File: config.mk
export PLATFORM = sky130hd
export DESIGN_NAME = dtcm_arb
export DESIGN_NICKNAME = d
export VERILOG_FILES = /design/src/rtl/dtcm_arb.sv
export SDC_FILE = /design/constraint.sdc
export NUM_CORES = 1
export LEC_CHECK = 0
export ABC_AREA = 0
export CORE_AREA = 2 2 123 125
export CTS_CLUSTER_SIZE = 20
export DETAILED_ROUTE_END_ITERATION = 12
export DIE_AREA = 0 0 125 127
export GPL_TIMING_DRIVEN = 1
export SETUP_SLACK_MARGIN = 0.5
export SLEW_MARGIN = 10
export SYNTH_ARGS = -nofsm -noshare
export SYNTH_HDL_FRONTEND = slang
export SYNTH_SLANG_ARGS = --single-unit
File: constraint.sdc
create_clock -name clk -period 3.8 [get_ports clk]
set_input_delay 0.38 -clock clk [delete_from_list [all_inputs] [get_ports clk]]
set_output_delay 0.38 -clock clk [all_outputs]
set_load 0.01 [all_outputs]
File: src/rtl/dtcm_arb.sv
// dtcm_arb: shares the single DTCM port between the LSU and a DMA/debug
// requester. One access may be outstanding; a new one can be granted in the
// cycle the previous one completes. LSU has fixed priority, limited by a
// consecutive-grant counter so DMA is not starved. Malformed requests
// (load == store) are granted but answered locally without touching the DTCM.
module dtcm_arb #(
    parameter int DW        = 32,
    parameter int AW        = 32,
    parameter int MAX_BURST = 4
) (
    input  logic          clk,
    input  logic          rst_n,
    // LSU requester
    input  logic          lsu_req,
    input  logic          lsu_load,
    input  logic          lsu_store,
    input  logic [AW-1:0] lsu_addr,
    input  logic [DW-1:0] lsu_wdata,
    input  logic [3:0]    lsu_mask,
    output logic          lsu_gnt,
    output logic          lsu_rsp,
    output logic [DW-1:0] lsu_rdata,
    // DMA / debug requester
    input  logic          dma_req,
    input  logic          dma_load,
    input  logic          dma_store,
    input  logic [AW-1:0] dma_addr,
    input  logic [DW-1:0] dma_wdata,
    input  logic [3:0]    dma_mask,
    output logic          dma_gnt,
    output logic          dma_rsp,
    output logic [DW-1:0] dma_rdata,
    // DTCM side
    output logic          req_to_dtcm,
    output logic          load_to_dtcm,
    output logic          store_to_dtcm,
    output logic [AW-1:0] addr_to_dtcm,
    output logic [DW-1:0] store_data_to_dtcm,
    output logic [3:0]    store_mask_to_dtcm,
    input  logic          res_from_dtcm,
    input  logic [DW-1:0] data_from_dtcm,
    // status
    output logic          busy,
    output logic          err
);

    localparam logic [2:0] MAX_CNT = 3'(MAX_BURST);

    typedef enum logic {
        IDLE = 1'b0,
        WAIT = 1'b1
    } state_t;

    state_t     state_q, state_d;
    logic       owner_q, owner_d;   // 0 = LSU, 1 = DMA
    logic       local_q, local_d;   // outstanding access is answered internally
    logic       ld_q, ld_d;         // outstanding access is a load
    logic       err_q, err_d;
    logic [2:0] cnt_q, cnt_d;

    logic          outst;
    logic          rsp_now;
    logic          can_issue;
    logic          sel_dma;
    logic          sel_lsu;
    logic          grant;
    logic          win_load;
    logic          win_store;
    logic          malformed;
    logic [DW-1:0] rsp_data;

    // State register; reset drops any outstanding access.
    always_ff @(posedge clk or negedge rst_n) begin
        if (!rst_n) begin
            state_q <= IDLE;
            owner_q <= 1'b0;
            local_q <= 1'b0;
            ld_q    <= 1'b0;
            err_q   <= 1'b0;
            cnt_q   <= 3'd0;
        end else begin
            state_q <= state_d;
            owner_q <= owner_d;
            local_q <= local_d;
            ld_q    <= ld_d;
            err_q   <= err_d;
            cnt_q   <= cnt_d;
        end
    end

    // Arbitration, DTCM muxing, response routing and next-state logic.
    always_comb begin
        state_d            = state_q;
        owner_d            = owner_q;
        local_d            = local_q;
        ld_d               = ld_q;
        err_d              = err_q;
        cnt_d              = cnt_q;
        lsu_gnt            = 1'b0;
        dma_gnt            = 1'b0;
        req_to_dtcm        = 1'b0;
        load_to_dtcm       = 1'b0;
        store_to_dtcm      = 1'b0;
        addr_to_dtcm       = '0;
        store_data_to_dtcm = '0;
        store_mask_to_dtcm = 4'b0000;
        lsu_rsp            = 1'b0;
        dma_rsp            = 1'b0;
        lsu_rdata          = '0;
        dma_rdata          = '0;

        outst     = (state_q == WAIT);
        rsp_now   = outst & (local_q | res_from_dtcm);
        can_issue = !outst | rsp_now;

        // DMA wins when LSU is idle or has used up its burst allowance.
        sel_dma   = can_issue & dma_req & (!lsu_req | (cnt_q == MAX_CNT));
        sel_lsu   = can_issue & lsu_req & !sel_dma;
        grant     = sel_dma | sel_lsu;
        win_load  = sel_dma ? dma_load  : lsu_load;
        win_store = sel_dma ? dma_store : lsu_store;
        malformed = (win_load == win_store);

        lsu_gnt = sel_lsu;
        dma_gnt = sel_dma;

        if (grant && !malformed) begin
            req_to_dtcm        = 1'b1;
            load_to_dtcm       = win_load;
            store_to_dtcm      = win_store;
            addr_to_dtcm       = sel_dma ? dma_addr  : lsu_addr;
            store_data_to_dtcm = sel_dma ? dma_wdata : lsu_wdata;
            store_mask_to_dtcm = sel_dma ? dma_mask  : lsu_mask;
        end

        // Response goes to the owner; data only for a real DTCM load.
        rsp_data = (!local_q && ld_q) ? data_from_dtcm : '0;
        if (rsp_now) begin
            if (owner_q) begin
                dma_rsp   = 1'b1;
                dma_rdata = rsp_data;
            end else begin
                lsu_rsp   = 1'b1;
                lsu_rdata = rsp_data;
            end
        end

        if (grant) begin
            state_d = WAIT;
            owner_d = sel_dma;
            local_d = malformed;
            ld_d    = win_load & !malformed;
        end else if (rsp_now) begin
            state_d = IDLE;
            local_d = 1'b0;
        end

        // A DTCM response we are not waiting for is a protocol error.
        if ((grant && malformed) || (res_from_dtcm && (!outst || local_q)))
            err_d = 1'b1;

        if (sel_dma || !dma_req)
            cnt_d = 3'd0;
        else if (sel_lsu && cnt_q != MAX_CNT)
            cnt_d = cnt_q + 3'd1;
    end

    assign busy = (state_q == WAIT);
    assign err  = err_q;

endmodule
**Yosys cells after proc, flatten, opt, wreduce, memory -nomap -nowiden**

Index checks and enable logic that the tools add are counted.

- Bits of input ports: 177
- Word-level logic and storage cells: 61
- Bits in registers: 8
- Output and inout bits: 141

- Reductions and logical operators: 16
- Multiplexer cells: 25
- $add $sub $neg: 1
- Bitwise gates (word level): 10
- Eq/ne operators: 3

Operators with widths:

| cell | count |
|---|---|
| $mux 32 | 9 |
| $mux 1 | 12 |
| $mux 4 | 2 |
| $and 1x1->1 | 6 |
| $logic_not 1->1 | 6 |
| $mux 3 | 2 |
| $logic_and 1x1->1 | 5 |
| $or 1x1->1 | 4 |
| $reduce_bool 2->1 | 2 |
| $add 3x1->3 const B | 1 |
| $eq 3x3->1 const B | 1 |
| $logic_or 1x1->1 | 3 |
| $ne 3x3->1 const B | 1 |
| $eq 1x1->1 | 1 |

**Depth between registers and ports, before layout**

Gate-level depths: netlist of run 1.

- Depth in word-level cells: 10
- Depth in mapped cells: 11
- Depth with buffers taken out: 8

**Worst setup path after synthesis of run 1**

OpenSTA, ideal clock, no wires.

- Kind: register -> output
- From: register cnt_q[0]
- To: output addr_to_dtcm[0]
- Data arrival time: 2.531 ns
- Slack: 0.889 ns
- Cell stages (with the launch flop): 12
- Cells stage by stage: dfrtp_1 inv_1 ha_1 a21bo_2 buf_2 nand3_2 mux2_1 ha_1 or3_1 buf_6 buf_6 a21oi_2

- Longest elaborated chain between the ends: 8

RTL lines:

| item | line | source |
|---|---|---|
| start: declaration | 59 | `logic [2:0] cnt_q, cnt_d;` |
| start signal: assignment | 87 | `cnt_q <= cnt_d;` |
| $eq 3x3->1 * | 117 | `sel_dma = can_issue & dma_req & (!lsu_req \| (cnt_q == MAX_CNT));` |
| $or 1x1->1 * | 117 |  |
| $and 1x1->1 * | 117 |  |
| $logic_not 1->1 (tied with other cells) | 118 | `sel_lsu = can_issue & lsu_req & !sel_dma;` |
| $and 1x1->1 / $eq 1x1->1 (equally long branches) | 118, 122 |  |
| $or 1x1->1 / $logic_not 1->1 (equally long branches) | 119, 127 |  |
| $logic_and 1x1->1 | 127 | `if (grant && !malformed) begin` |
| $mux 32 * | 127 |  |
| end: declaration | 37 | `output logic [AW-1:0] addr_to_dtcm,` |

Every way passes the cells marked *; elsewhere a longest branch is shown, timed or not.

**Worst setup path in the final report of run 1**

- From: input res_from_dtcm
- To: output store_data_to_dtcm[28]

- Longest elaborated chain between the ends: 10

RTL lines:

| item | line | source |
|---|---|---|
| start: declaration | 40 | `input logic res_from_dtcm,` |
| $or 1x1->1 * | 113 | `rsp_now = outst & (local_q \| res_from_dtcm);` |
| $and 1x1->1 * | 113 |  |
| $or 1x1->1 * | 114 | `can_issue = !outst \| rsp_now;` |
| $and 1x1->1 (2 in a row) | 117 |  |
| $logic_not 1->1 (tied with other cells) | 118 |  |
| $and 1x1->1 / $eq 1x1->1 (equally long branches) | 118, 122 |  |
| $or 1x1->1 / $logic_not 1->1 (equally long branches) | 119, 127 |  |
| $logic_and 1x1->1 | 127 |  |
| $mux 32 * | 127 |  |
| end: declaration | 38 | `output logic [DW-1:0] store_data_to_dtcm,` |

Marks and branches as above.

==> reports/metrics.csv, run 1 <==
stage,metric,value,unit
global_routing,overflow,0,
sta,tightest_slew,783,ps
cells_and_area,syn2layout_area_growth,139,%
placed_design,hpwlAfterDp,10.7,mm
synthesis,yosys_most_used_dff,dfrtp_1,
floorplan,dieArea,15900,um^2
setup_path,cp-startpoint,res_from_dtcm,
setup_path,path_cells,dlygate4sd2_1 > or3b_4 > nand3_4 > buf_6 > mux2i_4 > ha_4 > or3_4 > buf_6 > buf_12 > a21oi_2 > clkdlybuf4s15_1,
route,drc,0,
global_routing,grt_max_degree,73,
synthesis,ys_warn_count,0,
route,firstDrtPassIters,4,
floorplan,row_count,44,
clock_tree,clock_path_buffers,2,
clock_tree,clock_latency,230,ps
cells_and_area,seqCellArea,203,um^2
sta,max_slew_margin,0.478,
clock_tree,cts_hold_buf,0,
floorplan,start_util,0.172,
route,wl_per_cell,16.5,um
clock_tree,path_clk_slew,40,ps
power_and_ir_drop,power_density,185,nW/um^2
cells_and_area,design.final.nets,862,
setup_path,crit_path_max_incr_delay,460,ps
min_path,hold_path.class,in2async,
setup_path,slowest_stage,or3_4,
power_and_ir_drop,p_leak,2.46,nW
floorplan,fp.dieW,125,um
cells_and_area,final_common_cell,clkdlybuf4s50_1,
power_and_ir_drop,ir_drop,0.000129,V
synthesis,synth_edf_count,0,
sta,rsz0062_at_grt,yes,
synthesis,synth_cells,382,
floorplan,die_h,127,um
cells_and_area,diodes,0,
run,drv_cap,0,
sta,report.final.slew_viol_count,0,
route,totalWireLength,14.3,mm
cells_and_area,fillers,1466,
cells_and_area,multiInputGateArea,2080,um^2
cells_and_area,fin_util,0.411,
cells_and_area,final_cell_mix,"clkdlybuf4s50_1 (243), o21ai_0 (75), nand3_1 (73)",
synthesis,synth_area,2470,um^2
setup_path,endpoint_kind,output port,
synthesis,ys_seq_area_frac,0.0809,
sta,period_needed,3240,ps
placed_design,gp_congestion,0.942,
global_routing,antenna_found_initial,0,
setup_path,cp_max_fo,11,
setup_path,cpMostUsedCell,buf_6,
sta,skew,2.38,ps
clock_tree,cts_made_buffers,3,
synthesis,ys_ff_latch,8,
global_routing,grt_pass1_vias,4175,
synthesis,syn_nets,562,
global_routing,grt_pass1_wl,21.9,mm
clock_tree,cts_root_buf,clkbuf_16,
sta,finalCritPeriodShare,0.853,
route,drt_iter0_drc,168,
route,vias,4124,
sta,hold_viol,0,
clock_tree,clkSinkCount,8,
route,ant_nets,0,
setup_path,arrival,2860,ps
status,status,completed,
global_routing,grt_usage,0.166,
sta,setup_viol,0,
route,vias_per_cell,4.77,
floorplan,io_pins,318,
clock_tree,cts_max_level,1,
setup_path,rr_startpoint,cnt_q[0],
cells_and_area,drive_gt1_frac,0.231,
clock_tree,cts_tree,built,
floorplan,coreArea,14400,um^2
synthesis,synth-async-reset-ratio,1.00,
placed_design,portBuffers,317,
sta,max_freq,309,MHz
setup_path,crit_type,in2out,
synthesis,synth_cell_types,29,
setup_path,cp-start-kind,input pin,
sta,fin_setup_tns,0,ps
setup_path,required,3420,ps
synthesis,avgSynthCellArea,6.48,um^2
[area by class of cell]
type                            instances  share of cell area
Tap cell                              184              0.0388
Sequential cell                         8              0.0342
Timing Repair Buffer                  347               0.559
Multi-Input combinational cell        315               0.351
Clock buffer                            3              0.0127
Inverter                                7             0.00443
[timing repair]
action | 4_1_cts | 5_1_grt
setup endpoints to repair | 71 | 51
setup buffers | 4 | 7
gates cloned | 2 | 0
pin swaps | 3 | 3
resized for setup | 132 | 64
[sequential cells by signal, indices dropped and copies added (netlist names)]
| name | cells |
|---|---|
| owner_q | 1 |
| ld_q | 1 |
| local_q | 1 |
| busy | 1 |
| err | 1 |
| cnt_q | 3 |
[routing by layer]
layer  share of wire  up-vias  track usage
met5               0        -            0
met4           0.019        0       0.0418
met3           0.085       21       0.0419
met2            0.51      214        0.323
met1            0.38     1891        0.179
li1                -     1998            -
[report_power, final]
group          internal, mW  switching [mW]  leakage [nW]
clock network         0.136          0.0415        0.0370
registers            0.0934         0.00550        0.0963
logic                 0.434           0.386          2.33
[cell families after synthesis]
kind of cell / count (synthesis) / share of synthesized area
AND/OR/NAND/NOR: 154 / 0.350
adder cells (fa/ha/maj): 3 / 0.0152
buffers and inverters: 59 / 0.116
flip-flops: 8 / 0.0809
AO/OA/AOI/OAI: 155 / 0.425
multiplexers: 3 / 0.0126
[worst max-delay path: cells and delay by family]
family / cells / cell delay (ps)
compound gates: 1 / 110
fa+ha+maj: 1 / 220
buf+inv: 5 / 940
mux: 1 / 230
simple gates: 3 / 980
[Yosys cell counts, types with 3 or more instances]
cell,number,area share
and3_1,64,0.16
buf_6,8,0.036
nand2_1,6,0.0091
nand3_1,73,0.15
o21ai_0,75,0.15
a21oi_2,69,0.24
ha_1,3,0.015
buf_2,5,0.010
inv_1,6,0.0091
nor2_1,3,0.0045
clkbuf_1,38,0.058
a21oi_1,7,0.014
dfrtp_1,8,0.081
[through the flow]
stage / setup WS [ps] / instances / area [um^2] / hold WS, ps / power, mW
after floorplan: 889 / 382 / 2470 / 84.4 / 0.451
after global placement: 81.0 / 848 / 5800 / 474 / 0.900
after detailed placement: 82.3 / 848 / 5800 / 467 / 0.908
after CTS: 467 / 857 / 5900 / 455 / 1.09
after global routing: 469 / 864 / 5930 / 488 / 1.17
final: 559 / 864 / 5930 / 454 / 1.10
[path summary, 6_finish.rpt]
kind / to / depth (start not counted) / slack [ps]
max in group asynchronous: local_q / 1 / 3030
min in group clk: err / 1 / 490
worst min-delay path: owner_q / 1 / 450
worst min register to register: err / 1 / 490
worst max-delay path: store_data_to_dtcm[28] / 11 / 560
worst max register to register: err / 10 / 1730
Power figures use the tool's default switching activity.
==> run 2: changes to the inputs <==
==> constraint.sdc (replaced) <==
create_clock -name clk -period 3.3 [get_ports clk]
set_input_delay 0.33 -clock clk [delete_from_list [all_inputs] [get_ports clk]]
set_output_delay 0.33 -clock clk [all_outputs]
set_load 0.01 [all_outputs]
==> run 2 against run 1 <==
Design area up 1.2%. Sequential share of layout area down 0.082 points. Via count up 1.9%. Clock skew down 1.0 ps. Wire length up 3.9%. Register-to-register slack worse by 450 ps. Non-clock buffer count up 2. Critical path depth unchanged. Utilization up 0.49 points. Die area unchanged. Clock power up 13%. Cell count up 0.23%. Largest cell class unchanged.
==> reports/metrics.csv, run 2 (synthesized netlist as in run 1, its figures left out) <==
stage,metric,value,unit
setup_path,crit_family,buffers and inverters,
sta,tightest_slew,768,ps
sta,finalCritPeriodShare,0.891,
route,vias,4202,
clock_tree,cts_root_buf,clkbuf_16,
power_and_ir_drop,clkPwrFrac,0.152,
sta,skew,1.36,ps
global_routing,grt_usage,0.171,
floorplan,die_h,127,um
setup_path,endpoint_kind,output port,
setup_path,cpMostUsedCell,ha_4,
setup_path,crit_type,reg2out,
cells_and_area,design_area,6000,um^2
min_path,hold_path.class,in2async,
sta,period_needed,2940,ps
route,ant_nets,0,
floorplan,io_pins,318,
status,status,completed,
global_routing,grt_max_degree,75,
placed_design,gp_congestion,0.933,
setup_path,arrival,2610,ps
power_and_ir_drop,combPwrFrac,0.763,
sta,rsz0062_at_grt,yes,
sta,worst_slack,361,ps
power_and_ir_drop,power_density,220,nW/um^2
placed_design,dp_slack,-221,ps
power_and_ir_drop,p_leak,2.47,nW
cells_and_area,final_common_cell,clkdlybuf4s50_1,
setup_path,required,2970,ps
cells_and_area,fin_util,0.416,
power_and_ir_drop,ir_drop,0.000162,V
sta,hold_viol,0,
route,firstDrtPassIters,4,
setup_path,cp-startpoint,cnt_q[1],
floorplan,start_util,0.172,
floorplan,coreArea,14400,um^2
clock_tree,cts_made_buffers,3,
setup_path,path_cells,inv_2 > ha_4 > a21bo_4 > nand3_4 > mux2_4 > ha_4 > or3_4 > buf_8 > buf_12 > a21oi_2 > buf_2,
global_routing,grt_pass1_vias,4163,
sta,setup_viol,0,
power_and_ir_drop,p_int,795,uW
floorplan,fp.dieW,125,um
placed_design,placed_cell_area,5910,um^2
clock_tree,cts_hold_buf,0,
power_and_ir_drop,seq_power_share,0.085,
clock_tree,cts_tree,built,
cells_and_area,final_cell_mix,"clkdlybuf4s50_1 (243), o21ai_0 (75), nand3_1 (73)",
setup_path,slowest_stage,or3_4,
route,drc,0,
clock_tree,cts_max_level,1,
floorplan,row_count,44,
setup_path,crit_path_max_incr_delay,370,ps
cells_and_area,regMostFlops,cnt_q,
cells_and_area,drive_gt1_frac,0.282,
floorplan,dieArea,15900,um^2
cells_and_area,largest_reg_flops,3,
route,vias_per_cell,4.85,
placed_design,portBuffers,317,
global_routing,grt_pass1_wl,22.3,mm
setup_path,cp_max_fo,16,
setup_path,cp-start-kind,flop,
cells_and_area,syn2layout_area_growth,142,%
placed_design,hpwlAfterDp,11.0,mm
clock_tree,clock_latency,230,ps
cells_and_area,design.final.nets,864,
route,wl_per_cell,17.1,um
clock_tree,path_clk_slew,40,ps
setup_path,rr_startpoint,cnt_q[1],
run,drv_cap,0,
route,totalWireLength,14.8,mm
global_routing,antenna_found_initial,0,
power_and_ir_drop,p_switching,523,uW
cells_and_area,diodes,0,
global_routing,overflow,0,
route,drt_iter0_drc,120,
setup_path,path_buf_inv,4,
clock_tree,clkSinkCount,8,
sta,fin_setup_tns,0,ps
sta,max_slew_margin,0.488,
sta,max_freq,340,MHz
power_and_ir_drop,swShare,0.397,
clock_tree,clock_path_buffers,2,
sta,report.final.slew_viol_count,0,
-- run 2: path summary, 6_finish.rpt --
check / to / slack, ps / depth (start not counted)
min: busy / 400 / 1
min reg2reg: err / 480 / 1
max in group asynchronous: err / 2610 / 1
min in group clk: err / 480 / 1
max reg2reg: err / 1280 / 9
max: store_data_to_dtcm[1] / 360 / 11
-- run 2: cell type report --
cell class / instances / area [um^2]
Clock buffer: 3 / 75.1
Fill cell: 1429 / 8430
Inverter: 7 / 31.3
Multi-Input combinational cell: 315 / 2160
Sequential cell: 8 / 200
Tap cell: 184 / 230
Timing Repair Buffer: 349 / 3300
-- run 2: power groups by stage --
stage | clock network, mW | registers (mW) | logic [mW]
2_1_floorplan | 0 | 0.115 | 0.426
3_3_place_gp | 0 | 0.113 | 0.949
3_5_place_dp | 0 | 0.113 | 0.961
4_1_cts | 0.204 | 0.111 | 0.983
5_1_grt | 0.212 | 0.113 | 1.08
6_report | 0.200 | 0.112 | 1.01
-- run 2: timing repair --
action / CTS / global route
setup buffers: 7 / 1
resized for setup: 312 / 14
cloned: 4 / 1
pin swaps: 5 / 2
endpoints found under the setup margin: 71 / 71
-- run 2: worst register-to-register path, delay by kind of cell (launching register included) --
kind	cells	cell delay, ps
AOI/OAI and AO/OA	3	550
adders and majority gates	2	360
buffers and inverters	2	190
DFF	1	360
muxes	1	320
and+or+nand+nor	1	100
-- run 2: routing by layer --
layer | track usage | vias to the layer above | routed length (um)
li1 | - | 2002 | -
met2 | 0.338 | 228 | 7710
met1 | 0.180 | 1952 | 5470
met4 | 0.0379 | 0 | 276
met5 | 0 | - | 0
met3 | 0.0461 | 20 | 1370
-- run 2: per-stage QoR --
step,hold WS (ps),power [mW],instances
2_1_floorplan,34.4,0.541,382
3_3_place_gp,476,1.06,850
3_5_place_dp,473,1.07,850
4_1_cts,408,1.30,864
5_1_grt,432,1.40,866
6_report,400,1.32,866
==> run 3: changes to the inputs <==
--- a/config.mk
+++ b/config.mk
@@ -6,11 +6,12 @@
 export NUM_CORES = 1
 export LEC_CHECK = 0
 export ABC_AREA = 0
-export CORE_AREA = 2 2 123 125
+export CORE_AREA = 5 5 120 122
 export CTS_CLUSTER_SIZE = 20
 export DETAILED_ROUTE_END_ITERATION = 12
 export DIE_AREA = 0 0 125 127
 export GPL_TIMING_DRIVEN = 1
+export PLACE_DENSITY = 0.72
 export SETUP_SLACK_MARGIN = 0.5
 export SLEW_MARGIN = 10
 export SYNTH_ARGS = -nofsm -noshare
==> run 3 against run 2 <==
Sequential share of layout area shrank 0.10 points. Cell count shrank 1.2%. Clock power grew 4%. Utilization grew 5.7 points. Critical path type unchanged. Critical endpoint is now store_data_to_dtcm[4]. Largest cell class unchanged.
==> reports/metrics.csv, run 3 (synthesized netlist as in run 1, its figures left out) <==
stage,metric,value,unit
sta,hold_viol,0,
global_routing,overflow,0,
min_path,hold_path.class,in2async,
sta,hold_ws,386,ps
cells_and_area,final_cell_mix,"clkdlybuf4s50_1 (243), o21ai_0 (75), nand3_1 (73)",
clock_tree,path_clk_slew,40,ps
global_routing,grt_usage,0.171,
cells_and_area,regMostFlops,cnt_q,
floorplan,coreArea,13100,um^2
sta,max_freq,337,MHz
power_and_ir_drop,p_leak,2.41,nW
clock_tree,clock_latency,240,ps
setup_path,rr_startpoint,cnt_q[0],
placed_design,placed_cell_area,5900,um^2
cells_and_area,fin_util,0.473,
global_routing,grt_max_degree,73,
setup_path,crit_path_max_incr_delay,400,ps
setup_path,reg2reg_slack,1290,ps
floorplan,row_count,42,
run,drv_cap,0,
power_and_ir_drop,ir_drop,0.000127,V
setup_path,cp-startpoint,cnt_q[0],
setup_path,cp-endpoint,store_data_to_dtcm[4],
route,drc,0,
sta,skew,2.84,ps
cells_and_area,syn2layout_area_growth,150,%
status,status,completed,
clock_tree,clock_path_buffers,2,
clock_tree,cts_root_buf,clkbuf_16,
setup_path,endpoint_kind,output port,
setup_path,critical_path_depth,10,
power_and_ir_drop,p_total,1.33,mW
sta,tightest_slew,721,ps
placed_design,gp_congestion,0.984,
setup_path,arrival,2630,ps
cells_and_area,design.final.nets,862,
setup_path,path_cells,inv_2 > ha_4 > a21bo_4 > nand3_4 > mux2_4 > ha_4 > or3_4 > buf_12 > a21oi_2 > clkdlybuf4s15_2,
clock_tree,cts_hold_buf,0,
cells_and_area,diodes,0,
route,vias_per_cell,4.89,
floorplan,die_h,127,um
placed_design,dp_slack,-232,ps
sta,max_slew_margin,0.519,
clock_tree,cts_made_buffers,3,
cells_and_area,seqCellArea,200,um^2
cells_and_area,multiInputGateArea,2160,um^2
route,wl_per_cell,17.4,um
floorplan,fp.dieW,125,um
route,vias,4189,
power_and_ir_drop,power_density,215,nW/um^2
clock_tree,cts_tree,built,
global_routing,grt_pass1_vias,4265,
setup_path,cp-start-kind,flop,
cells_and_area,largest_reg_flops,3,
floorplan,dieArea,15900,um^2
clock_tree,clkSinkCount,8,
setup_path,cp_max_fo,18,
sta,rsz0062_at_grt,yes,
setup_path,path_buf_inv,3,
setup_path,cpMostUsedCell,ha_4,
global_routing,antenna_found_initial,0,
sta,period_needed,2960,ps
setup_path,required,2970,ps
sta,report.final.slew_viol_count,0,
sta,setup_viol,0,
route,drt_iter0_drc,116,
setup_path,rr_worst_depth,9,
sta,worst_slack,336,ps
setup_path,worstReg2RegEnd,err,
route,ant_nets,0,
setup_path,crit_family,simple AND/OR/NAND/NOR gates,
route,firstDrtPassIters,4,
cells_and_area,design_area,6190,um^2
clock_tree,cts_max_level,1,
floorplan,io_pins,318,
global_routing,grt_pass1_wl,22.5,mm
route,totalWireLength,14.9,mm
cells_and_area,fillers,1224,
placed_design,hpwlAfterDp,11.4,mm
sta,finalCritPeriodShare,0.898,
placed_design,portBuffers,317,
cells_and_area,drive_gt1_frac,0.275,
setup_path,crit_type,reg2out,
cells_and_area,final_common_cell,clkdlybuf4s50_1,
floorplan,start_util,0.189,
setup_path,slowest_stage,or3_4,
## run 3: through the flow
stage,TNS [ps],cells
after floorplan,0,382
after global placement,-11800,843
after detailed placement,-13320,843
after CTS,0,854
after global routing,0,856
final,0,856
## run 3: timing repair
item / 4_1_cts / 5_1_grt
cloned: 3 / 0
buffers inserted: 5 / 2
resized for setup: 274 / 9
setup endpoints to repair: 71 / 71
pin swaps: 5 / 2
## run 3: layer usage
| layer | wire length (um) | up-vias | global-route usage |
|---|---|---|---|
| met3 | 1420 | 28 | 0.0543 |
| met5 | 0 | - | 0 |
| met1 | 5410 | 1941 | 0.179 |
| li1 | - | 1996 | - |
| met4 | 442 | 0 | 0.0599 |
| met2 | 7650 | 224 | 0.320 |
## run 3: layout make-up
type                            count  share of cell area
Tap cell                          176              0.0356
Clock buffer                        3              0.0121
Timing Repair Buffer              347               0.568
Sequential cell                     8              0.0323
Multi-Input combinational cell    315               0.348
Inverter                            7             0.00424
## run 3: power by group
group	switching [mW]	total (mW)	internal [mW]
clock network	0.0513	0.208	0.157
logic	0.465	1.01	0.549
registers	0.00497	0.112	0.107
## run 3: worst min path at each step
stage	to	slack, ps	depth (start not counted)
finish	owner_q	390	1
CTS	owner_q	390	1
detailed placement	err	480	1
floorplan	busy	30	0
global route	cnt_q[2]	430	1
global placement	err	480	1
